[src/rtl/execute_param.sv]
// execute_param: parametrised execute stage with registered results, a
// one-cycle result-valid strobe and an optional iterative shift-add multiplier.
//
// Ports
//   clock              system clock, all state updates on the rising edge
//   reset              synchronous, active-low
//   enable_ex          issue strobe; accepted only while busy is low
//   src1, src2, imm    operand A, operand B / store data, sign-extended immediate
//   control_in         {imm_sel, opselect[1:0], operation[2:0]}
//   mem_data_read_in   load data for the current mem_addr
//   mem_addr           combinational src1 + B (load/store address)
//   mem_data_write_out registered store data
//   mem_write_en       registered one-cycle store pulse
//   aluout, carry      registered result and flag
//   mul_hi             registered upper half of the last product
//   out_valid          one-cycle pulse when aluout/carry/mul_hi were updated
//   busy               multiply in progress, new issues are dropped
module execute_param #(
  parameter int WIDTH  = 16,
  parameter bit MUL_EN = 1'b1
) (
  input  logic             clock,
  input  logic             reset,
  input  logic             enable_ex,
  input  logic [WIDTH-1:0] src1,
  input  logic [WIDTH-1:0] src2,
  input  logic [WIDTH-1:0] imm,
  input  logic [5:0]       control_in,
  input  logic [WIDTH-1:0] mem_data_read_in,
  output logic [WIDTH-1:0] mem_addr,
  output logic [WIDTH-1:0] mem_data_write_out,
  output logic             mem_write_en,
  output logic [WIDTH-1:0] aluout,
  output logic             carry,
  output logic [WIDTH-1:0] mul_hi,
  output logic             out_valid,
  output logic             busy
);

  localparam int SHIFT_W = $clog2(WIDTH);
  localparam int CNT_W   = SHIFT_W;

  typedef enum logic [0:0] {
    ST_IDLE = 1'b0,
    ST_MUL  = 1'b1
  } state_t;

  state_t             state_q, state_d;
  logic [CNT_W-1:0]   cnt_q, cnt_d;
  logic [WIDTH-1:0]   mcand_q, mcand_d;
  logic [WIDTH-1:0]   acc_hi_q, acc_hi_d;
  logic [WIDTH-1:0]   acc_lo_q, acc_lo_d;
  logic [WIDTH-1:0]   aluout_q, aluout_d;
  logic               carry_q, carry_d;
  logic [WIDTH-1:0]   mul_hi_q, mul_hi_d;
  logic [WIDTH-1:0]   wdata_q, wdata_d;
  logic               we_q, we_d;
  logic               out_valid_q, out_valid_d;
  logic               busy_q, busy_d;

  logic               imm_sel_s;
  logic [1:0]         opsel_s;
  logic [2:0]         op_s;
  logic [WIDTH-1:0]   b_s;
  logic               issue_s;
  logic [WIDTH:0]     sum_s;
  logic [WIDTH:0]     diff_s;
  logic [SHIFT_W-1:0] shamt_s;
  logic [WIDTH:0]     sll_s;
  logic [WIDTH:0]     srl_s;
  logic [WIDTH:0]     sra_s;
  logic [WIDTH:0]     mul_sum_s;
  logic [WIDTH-1:0]   step_hi_s;
  logic [WIDTH-1:0]   step_lo_s;

  assign imm_sel_s = control_in[5];
  assign opsel_s   = control_in[4:3];
  assign op_s      = control_in[2:0];
  assign b_s       = imm_sel_s ? imm : src2;
  assign issue_s   = enable_ex & ~busy_q & reset;

  assign sum_s  = {1'b0, src1} + {1'b0, b_s};
  // Two's-complement subtract; the carry out is the "no borrow" flag.
  assign diff_s = {1'b0, src1} + {1'b0, ~b_s} + {{WIDTH{1'b0}}, 1'b1};
  assign mem_addr = sum_s[WIDTH-1:0];

  // Shifts are done one bit wider so the last bit shifted out lands in the
  // extra bit; for a zero amount that extra bit is the zero padding.
  assign shamt_s = b_s[SHIFT_W-1:0];
  assign sll_s   = {1'b0, src1} << shamt_s;
  assign srl_s   = {src1, 1'b0} >> shamt_s;
  assign sra_s   = $signed({src1, 1'b0}) >>> shamt_s;

  // One shift-add step: add the multiplicand if the current multiplier bit
  // is set, then shift {hi, lo} right; lo gradually fills with product bits.
  assign mul_sum_s = {1'b0, acc_hi_q} + (acc_lo_q[0] ? {1'b0, mcand_q} : {(WIDTH+1){1'b0}});
  assign step_hi_s = mul_sum_s[WIDTH:1];
  assign step_lo_s = {mul_sum_s[0], acc_lo_q[WIDTH-1:1]};

  // Next-state and next-output computation for issue and multiply sequencing.
  always_comb begin
    state_d     = state_q;
    cnt_d       = cnt_q;
    mcand_d     = mcand_q;
    acc_hi_d    = acc_hi_q;
    acc_lo_d    = acc_lo_q;
    aluout_d    = aluout_q;
    carry_d     = carry_q;
    mul_hi_d    = mul_hi_q;
    wdata_d     = wdata_q;
    we_d        = 1'b0;
    out_valid_d = 1'b0;
    busy_d      = busy_q;

    case (state_q)
      ST_IDLE: begin
        if (issue_s) begin
          out_valid_d = 1'b1;
          case (opsel_s)
            2'b00: begin
              carry_d = 1'b0;
              case (op_s)
                3'b000: {carry_d, aluout_d} = sum_s;
                3'b001: {carry_d, aluout_d} = diff_s;
                3'b010: aluout_d = src1 & b_s;
                3'b011: aluout_d = src1 | b_s;
                3'b100: aluout_d = src1 ^ b_s;
                3'b101: aluout_d = ~src1;
                3'b110: aluout_d = b_s;
                3'b111: aluout_d = src1;
                default: aluout_d = src1;
              endcase
            end
            2'b01: begin
              case (op_s)
                3'b001: begin
                  aluout_d = srl_s[WIDTH:1];
                  carry_d  = srl_s[0];
                end
                3'b010: begin
                  aluout_d = sra_s[WIDTH:1];
                  carry_d  = sra_s[0];
                end
                default: begin
                  aluout_d = sll_s[WIDTH-1:0];
                  carry_d  = sll_s[WIDTH];
                end
              endcase
            end
            2'b10: begin
              carry_d = 1'b0;
              case (op_s)
                3'b000: aluout_d = mem_data_read_in;
                3'b001: begin
                  aluout_d = sum_s[WIDTH-1:0];
                  wdata_d  = src2;
                  we_d     = 1'b1;
                end
                default: aluout_d = sum_s[WIDTH-1:0];
              endcase
            end
            2'b11: begin
              if (MUL_EN) begin
                // Result is reported when the last iteration retires.
                out_valid_d = 1'b0;
                state_d     = ST_MUL;
                busy_d      = 1'b1;
                cnt_d       = {CNT_W{1'b0}};
                mcand_d     = src1;
                acc_hi_d    = {WIDTH{1'b0}};
                acc_lo_d    = b_s;
              end else begin
                // NOP: results hold, only the valid strobe fires.
                aluout_d = aluout_q;
              end
            end
            default: begin
              out_valid_d = 1'b0;
            end
          endcase
        end else begin
          out_valid_d = 1'b0;
        end
      end
      ST_MUL: begin
        acc_hi_d = step_hi_s;
        acc_lo_d = step_lo_s;
        cnt_d    = cnt_q + {{(CNT_W-1){1'b0}}, 1'b1};
        if (cnt_q == CNT_W'(WIDTH-1)) begin
          aluout_d    = step_lo_s;
          mul_hi_d    = step_hi_s;
          carry_d     = |step_hi_s;
          busy_d      = 1'b0;
          out_valid_d = 1'b1;
          state_d     = ST_IDLE;
          cnt_d       = {CNT_W{1'b0}};
        end else begin
          busy_d = 1'b1;
        end
      end
      default: begin
        state_d = ST_IDLE;
        busy_d  = 1'b0;
        cnt_d   = {CNT_W{1'b0}};
      end
    endcase
  end

  // State and output registers with synchronous active-low reset.
  always_ff @(posedge clock) begin
    if (!reset) begin
      state_q     <= ST_IDLE;
      cnt_q       <= {CNT_W{1'b0}};
      mcand_q     <= {WIDTH{1'b0}};
      acc_hi_q    <= {WIDTH{1'b0}};
      acc_lo_q    <= {WIDTH{1'b0}};
      aluout_q    <= {WIDTH{1'b0}};
      carry_q     <= 1'b0;
      mul_hi_q    <= {WIDTH{1'b0}};
      wdata_q     <= {WIDTH{1'b0}};
      we_q        <= 1'b0;
      out_valid_q <= 1'b0;
      busy_q      <= 1'b0;
    end else begin
      state_q     <= state_d;
      cnt_q       <= cnt_d;
      mcand_q     <= mcand_d;
      acc_hi_q    <= acc_hi_d;
      acc_lo_q    <= acc_lo_d;
      aluout_q    <= aluout_d;
      carry_q     <= carry_d;
      mul_hi_q    <= mul_hi_d;
      wdata_q     <= wdata_d;
      we_q        <= we_d;
      out_valid_q <= out_valid_d;
      busy_q      <= busy_d;
    end
  end

  assign aluout             = aluout_q;
  assign carry              = carry_q;
  assign mul_hi             = mul_hi_q;
  assign mem_data_write_out = wdata_q;
  assign mem_write_en       = we_q;
  assign out_valid          = out_valid_q;
  assign busy               = busy_q;

endmodule

[config.mk]
export PLATFORM = sky130hd
export DESIGN_NAME = execute_param
export DESIGN_NICKNAME = d
export VERILOG_FILES = /design/src/rtl/execute_param.sv
export SDC_FILE = /design/constraint.sdc
export NUM_CORES = 1
export LEC_CHECK = 0
export ABC_AREA = 1
export CORE_ASPECT_RATIO = 0.5
export CORE_MARGIN = 2
export CORE_UTILIZATION = 30
export CTS_CLUSTER_SIZE = 28
export DETAILED_ROUTE_END_ITERATION = 8
export PLACE_DENSITY = 0.52
export SETUP_SLACK_MARGIN = 0.5
export SLEW_MARGIN = 0
export SYNTH_ARGS = -nofsm -noshare
export SYNTH_HDL_FRONTEND = slang
export SYNTH_SLANG_ARGS = --single-unit
[constraint.sdc]
create_clock -name clock -period 6.8 [get_ports clock]
set_clock_uncertainty 0.1 [all_clocks]
set_input_delay 1.36 -clock clock [delete_from_list [all_inputs] [get_ports clock]]
set_output_delay 1.36 -clock clock [all_outputs]
set_load 0.02 [all_outputs]
==> results of run 1 <==
power breakdown:
group	switching, mW	internal [mW]	leakage (nW)
logic	0.563	0.273	5.31
registers	0.00808	0.630	0.850
clock network	0.255	0.301	0.150
through the flow:
step / area, um^2 / hold WS [ns] / util [%] / power [mW] / cells
floorplan: 10700 / 0.341 / - / 1.14 / 1843
global placement: 12500 / 0.352 / 35.9 / 1.47 / 2411
detailed placement: 12500 / 0.357 / 35.9 / 1.47 / 2411
CTS: 12800 / 0.369 / 36.8 / 2.03 / 2427
global route: 12800 / 0.385 / 36.8 / 2.13 / 2427
finish: 12800 / 0.363 / 36.8 / 2.03 / 2427
cell families (layout without fill, tap and decap cells):
group	Yosys count	after routing
buf+inv	315	424
simple gates	990	990
xor+xnor	10	10
fa+ha+maj	80	80
flops	105	105
compound gates	343	343
state kept, by name, summed over array words and instances (netlist names):
signal              count
acc_hi_q               16
acc_lo_q               16
aluout                 16
busy                    1
carry                   1
cnt_q                   4
mcand_q                16
mem_data_write_out     16
mem_write_en            1
mul_hi                 16
out_valid               1
state_q                 1
worst max-delay path: cells and delay by family:
family,cells,cell delay (ns)
adder cells (fa/ha/maj),1,0.43
AO/OA/AOI/OAI,1,0.28
buffers and inverters,4,1.72
AND/OR/NAND/NOR,6,0.88
routing by layer:
metal / GRT usage, % / share of wire, % / routed length (um) / vias to the layer above
met5: 0 / 0 / 0 / -
met3: 3.94 / 7.0 / 3340 / 57
met4: 7.02 / 2.5 / 1210 / 0
li1: - / - / - / 6197
met2: 39.6 / 43 / 20700 / 426
met1: 35.4 / 47 / 22600 / 5804
Yosys cell counts (15+ instances only):
| master | number |
|---|---|
| nand2_1 | 565 |
| inv_1 | 212 |
| nand3_1 | 203 |
| a21oi_1 | 152 |
| nor2_1 | 125 |
| o21ai_0 | 109 |
| dfxtp_1 | 105 |
| ha_1 | 77 |
| buf_2 | 28 |
| clkbuf_1 | 28 |
| nand4_1 | 24 |
| inv_2 | 22 |
| nand2_2 | 16 |
| nor3_1 | 15 |
how the worst min path moves through the flow:
stage | start | end | slack, ns | cells past startpoint
6_report | mul_hi[0] | mul_hi[0] | 0.36 | 2
5_1_grt | acc_lo_q[12] | acc_lo_q[12] | 0.38 | 2
4_1_cts | acc_lo_q[1] | acc_lo_q[1] | 0.37 | 2
3_5_place_dp | acc_lo_q[11] | acc_lo_q[11] | 0.36 | 2
3_3_place_gp | cnt_q[3] | cnt_q[3] | 0.35 | 2
2_1_floorplan | cnt_q[3] | cnt_q[3] | 0.34 | 2
timing repair:
action,4_1_cts,5_1_grt
buffers inserted,0,0
hold buffers,0,0
resized for setup,0,1
endpoints found under the setup margin,0,1
layout make-up:
| type | count | area share, % |
|---|---|---|
| Tap cell | 475 | 4.64 |
| Multi-Input combinational cell | 1423 | 56.9 |
| Timing Repair Buffer | 168 | 12.6 |
| Inverter | 240 | 7.10 |
| Clock buffer | 10 | 1.86 |
| Sequential cell | 105 | 16.4 |
| Clock inverter | 6 | 0.566 |
layout by cell type, fill, tap and decap left out, drive strengths merged, types with 2 or more instances in the layout:
cell type	synthesis	layout
a211oi	2	2
a21boi	2	2
a21oi	153	153
a221oi	2	2
a22oi	3	3
a31oi	3	3
and2	6	6
buf	45	29
clkbuf	30	10
clkdlybuf4s50	0	139
clkinv	4	5
dfxtp	105	105
fa	3	3
ha	77	77
inv	236	239
nand2	587	587
nand3	206	206
nand3b	4	4
nand4	24	24
nor2	131	131
nor3	17	17
nor3b	2	2
nor4	2	2
o2111ai	4	4
o211ai	13	13
o21a	4	4
o21ai	127	127
o21bai	11	11
o221ai	6	6
o22ai	12	12
or2	10	10
xor2	9	9
==> results_dict.tcl, run 1 <==
set metrics [dict create \
    netlist_top_cells_area "nand2_1 20%, dfxtp_1 20%, nand3_1 9.5%" \
    ys_async_sr_fraction_pct 0 \
    numCtsBuffers 9 \
    yosysUniqueCellTypes 58 \
    grt_overflow 0 \
    cp-endpoint "mem_addr[10]" \
    drc 0 \
    coreArea_um2 34800 \
    worstPathArrival_ns 4.67 \
    vias_per_cell 5.14 \
    setup_violations 0 \
    syn_area_um2 10700 \
    path_cells "clkdlybuf4s50_1 > buf_6 > o21a_1 > inv_1 > ha_1 > nand2_1 > nor2_1 > nand3_1 > nand3_1 > nand2_1 > nand2_1 > clkdlybuf4s50_1" \
    timing.hold.worst.class "reg -> reg" \
    finalSetupTns_ns 0 \
    worstMarginPinSlew_ns 0.840 \
    synth_cells 1843 \
    clk-insertion-delay-late_ns 0.36 \
    routed_wirelength_mm 47.8 \
    regArea_um2 2100 \
    area_growth_pct 19.7 \
    htree_levels 3 \
    hold_viol 0 \
    place_ws_ns 0.648 \
    clock_path_buffers 2 \
    grt_usage_pct 25.1 \
    cp_max_fo 15 \
    synth_top_cell_by_area "nand2_1" \
    worstSetupStartpoint "control_in[5]" \
    grt_pass1_vias 11500 \
    first_pass_iters 5 \
    r2r-end "carry" \
    worst_path_most_repeated_cell "nand2_1" \
    cp_slowest_cell "clkdlybuf4s50_1" \
    synthSimpleGateAreaFrac_pct 39.8 \
    routed-via-count 12500 \
    root_buffer "clkbuf_16" \
    synth_top_area_share_pct 19.8 \
    ys_ff_latch 105 \
    placementRows 48 \
    yosysSeqAreaShare_pct 19.6 \
    leakage_nw 6.31 \
    synthesis.nets 1996 \
    critPathMaxStageDelay_ns 0.68 \
    outcome "finished, final reports clean" \
    grt_pass1_wl_mm 71.4 \
    max_freq_mhz 163 \
    finish.net_count 2100 \
    die_w_um 271 \
    ys_warn_count 0 \
    post-route-period-util_pct 90.2 \
    ir_worst_vdd_uv 121 \
    fin_crit_ns 6.13 \
    cts_tree "done" \
    initial_core_util_pct 30.8 \
    first_iter_violations 1229 \
    cts.clk_slew.worst_paths_ns 0.07 \
    drv_slew 0 \
    avgSynthCellArea_um2 5.81 \
    power.density_nw_per_um2 158 \
    grt_setup_unrepaired "false" \
    gp_congestion 0.968 \
    ff2ff_setup_slack_ns 3.83 \
    dieHeight_um 138 \
    ioPinCount 141 \
    startpoint_type "primary input" \
    ant_nets 0 \
    grt_max_degree 65 \
    setup_slack_ns 0.665 \
    synth_edf_count 0 \
    cap_violations 0 \
    critical_path_class "in -> out" \
    synthAdderAreaFrac_pct 9.55 \
    nFillCells 3951 \
    required_ns 5.34 \
    wl_per_cell_um 19.7 \
    port_buffers 140 \
    drive_gt1_share_pct 5.94 \
    antenna_found_initial 0 \
    synth_mux_area_share_pct 0 \
    numClockSinks 105 \
    ys.flop_type "dfxtp_1" \
    die-area_um2 37300 \
    synth_top_family_by_area "simple AND/OR/NAND/NOR gates" \
    diodes 0 \
    hpwlAfterDp_mm 38.1 \
    r2r-start "acc_lo_q[0]" \
    r2r_cells 15 \
    slew_headroom_pct 43.8 \
    synth_compound_area_share_pct 17.8 \
    critPathCaptureType "output pin" \
    synthXorXnorAreaFrac_pct 0.818 \
    multi_input_area_um2 7290 \
]
Power figures use the tool's default switching activity.
==> inputs of run 2 (changes only) <==
--- a/config.mk
+++ b/config.mk
@@ -11,7 +11,8 @@
 export CORE_UTILIZATION = 30
 export CTS_CLUSTER_SIZE = 28
 export DETAILED_ROUTE_END_ITERATION = 8
-export PLACE_DENSITY = 0.52
+export DONT_BUFFER_PORTS = 1
+export PLACE_DENSITY = 0.47
 export SETUP_SLACK_MARGIN = 0.5
 export SLEW_MARGIN = 0
 export SYNTH_ARGS = -nofsm -noshare
==> run 2 against run 1 <==
  * Register-to-register slack about the same
  * Die area did not move
  * Highest routed layer unchanged
  * Via count fell by 4.4%
  * Routed wire length fell by 3.2%
  * Global-route usage decreased by 1.1 points
  * Setup slack improved by 0.93 ns
  * Core utilization fell by 4.4 points
  * Clock power up 1%
==> results_dict.tcl, run 2 (synthesis results as in run 1) <==
set metrics [dict create \
    regArea_um2 2100 \
    drv_slew 0 \
    grtUsageMet1_pct 32.6 \
    use_met2_pct 38.1 \
    ant_nets 0 \
    antenna_found_initial 0 \
    met3_usage_pct 4.17 \
    final_common_cell "nand2_1" \
    nFillCells 4053 \
    finalSetupTns_ns 0 \
    cts.clk_slew.worst_paths_ns 0.08 \
    critical_path_class "in -> out" \
    post-route-period-util_pct 76.5 \
    placementRows 48 \
    grt_max_degree 65 \
    finish.net_count 1942 \
    slew_headroom_pct 38.0 \
    cts_tree "done" \
    die-area_um2 37300 \
    grt_overflow 0 \
    vias_per_cell 5.26 \
    gp_congestion 0.945 \
    routed-via-count 11900 \
    outcome "finished, final reports clean" \
    critPathCaptureType "output pin" \
    cap_violations 0 \
    cts_setup_buffers 0 \
    setup_violations 0 \
    ir_worst_vdd_uv 110 \
    cts_hold_buffers 0 \
    grt_pass1_vias 10900 \
    worstPathArrival_ns 3.74 \
    dieHeight_um 138 \
    leakage_nw 5.70 \
    hpwlAfterDp_mm 36.6 \
    power.density_nw_per_um2 169 \
    placed_cells 2253 \
    cts_resized 0 \
    coreArea_um2 34800 \
    required_ns 5.34 \
    drc 0 \
    port_buffers 0 \
    area_growth_pct 5.45 \
    grt_usage_pct 24.0 \
    clk-insertion-delay-late_ns 0.38 \
    wl_per_cell_um 20.4 \
    max_freq_mhz 192 \
    first_iter_violations 1010 \
    hold_viol 0 \
    cp_max_fo 45 \
    root_buffer "clkbuf_16" \
    initial_core_util_pct 30.8 \
    grt_pass1_wl_mm 67.9 \
    startpoint_type "primary input" \
    worstMarginPinSlew_ns 0.930 \
    fin_crit_ns 5.20 \
    htree_levels 3 \
    numClockSinks 105 \
    grt_setup_unrepaired "false" \
    die_w_um 271 \
    numCtsBuffers 9 \
    final_cell_mix "565 x nand2_1, 212 x inv_1, 203 x nand3_1" \
    diodes 0 \
    routed_wirelength_mm 46.3 \
    grt.busiest_layer "met2" \
    first_pass_iters 5 \
    fin_cells 2269 \
    multi_input_area_um2 7290 \
    ioPinCount 141 \
    drive_gt1_share_pct 5.41 \
    clock_path_buffers 2 \
    fin_hold_ws_ns 0.363 \
    timing.hold.worst.class "reg -> reg" \
]
[run 2: report_power, final]
part           internal, mW  switching, mW
combinational         0.180          0.512
clock                 0.270          0.293
sequential            0.630         0.0233
[run 2: per-layer routing]
metal  share of wire (%)  wire (um)  vias to the layer above
met4                 3.4       1550                        0
met3                 7.2       3320                       68
met1                  46      21300                     5594
li1                    -          -                     5875
met5                   0          0                        -
met2                  43      20100                      394
[run 2: area by class of cell]
class,count,area share [%]
clock inverters,7,0.853
inverters,240,8.06
repair buffers,10,0.665
flip-flops and latches,105,18.6
well taps,475,5.26
multi-input cells,1423,64.6
clock buffers,9,1.99
[run 2: worst max-delay path, cell delays in order]
cell and delay (ns):
inv_8 0.09, nand2_2 0.07, nand2_4 0.36, inv_4 0.31, ha_1 0.43, nand3_1 0.08, nand2_1 0.16, nand2_1 0.07
nand2_1 0.12, xor2_1 0.65
[run 2: final timing paths]
| path | depth (start not counted) | end | slack, ns | startpoint |
|---|---|---|---|---|
| hold reg to reg | 2 | cnt_q[3] | 0.36 | cnt_q[3] |
| setup / recovery | 10 | mem_addr[7] | 1.60 | control_in[5] |
| setup reg to reg | 6 | aluout[14] | 3.83 | state_q |
| hold / removal | 2 | cnt_q[3] | 0.36 | cnt_q[3] |
[run 2: metrics by stage]
stage | cell area (um^2) | power, mW | utilization, % | setup WS, ns
after floorplan | 10700 | 1.14 | - | 2.04
after detailed placement | 11000 | 1.34 | 31.5 | 1.63
final | 11300 | 1.91 | 32.4 | 1.60
after global placement | 11000 | 1.34 | 31.5 | 1.68
after CTS | 11300 | 1.90 | 32.4 | 1.63
after global routing | 11300 | 2.00 | 32.4 | 1.47
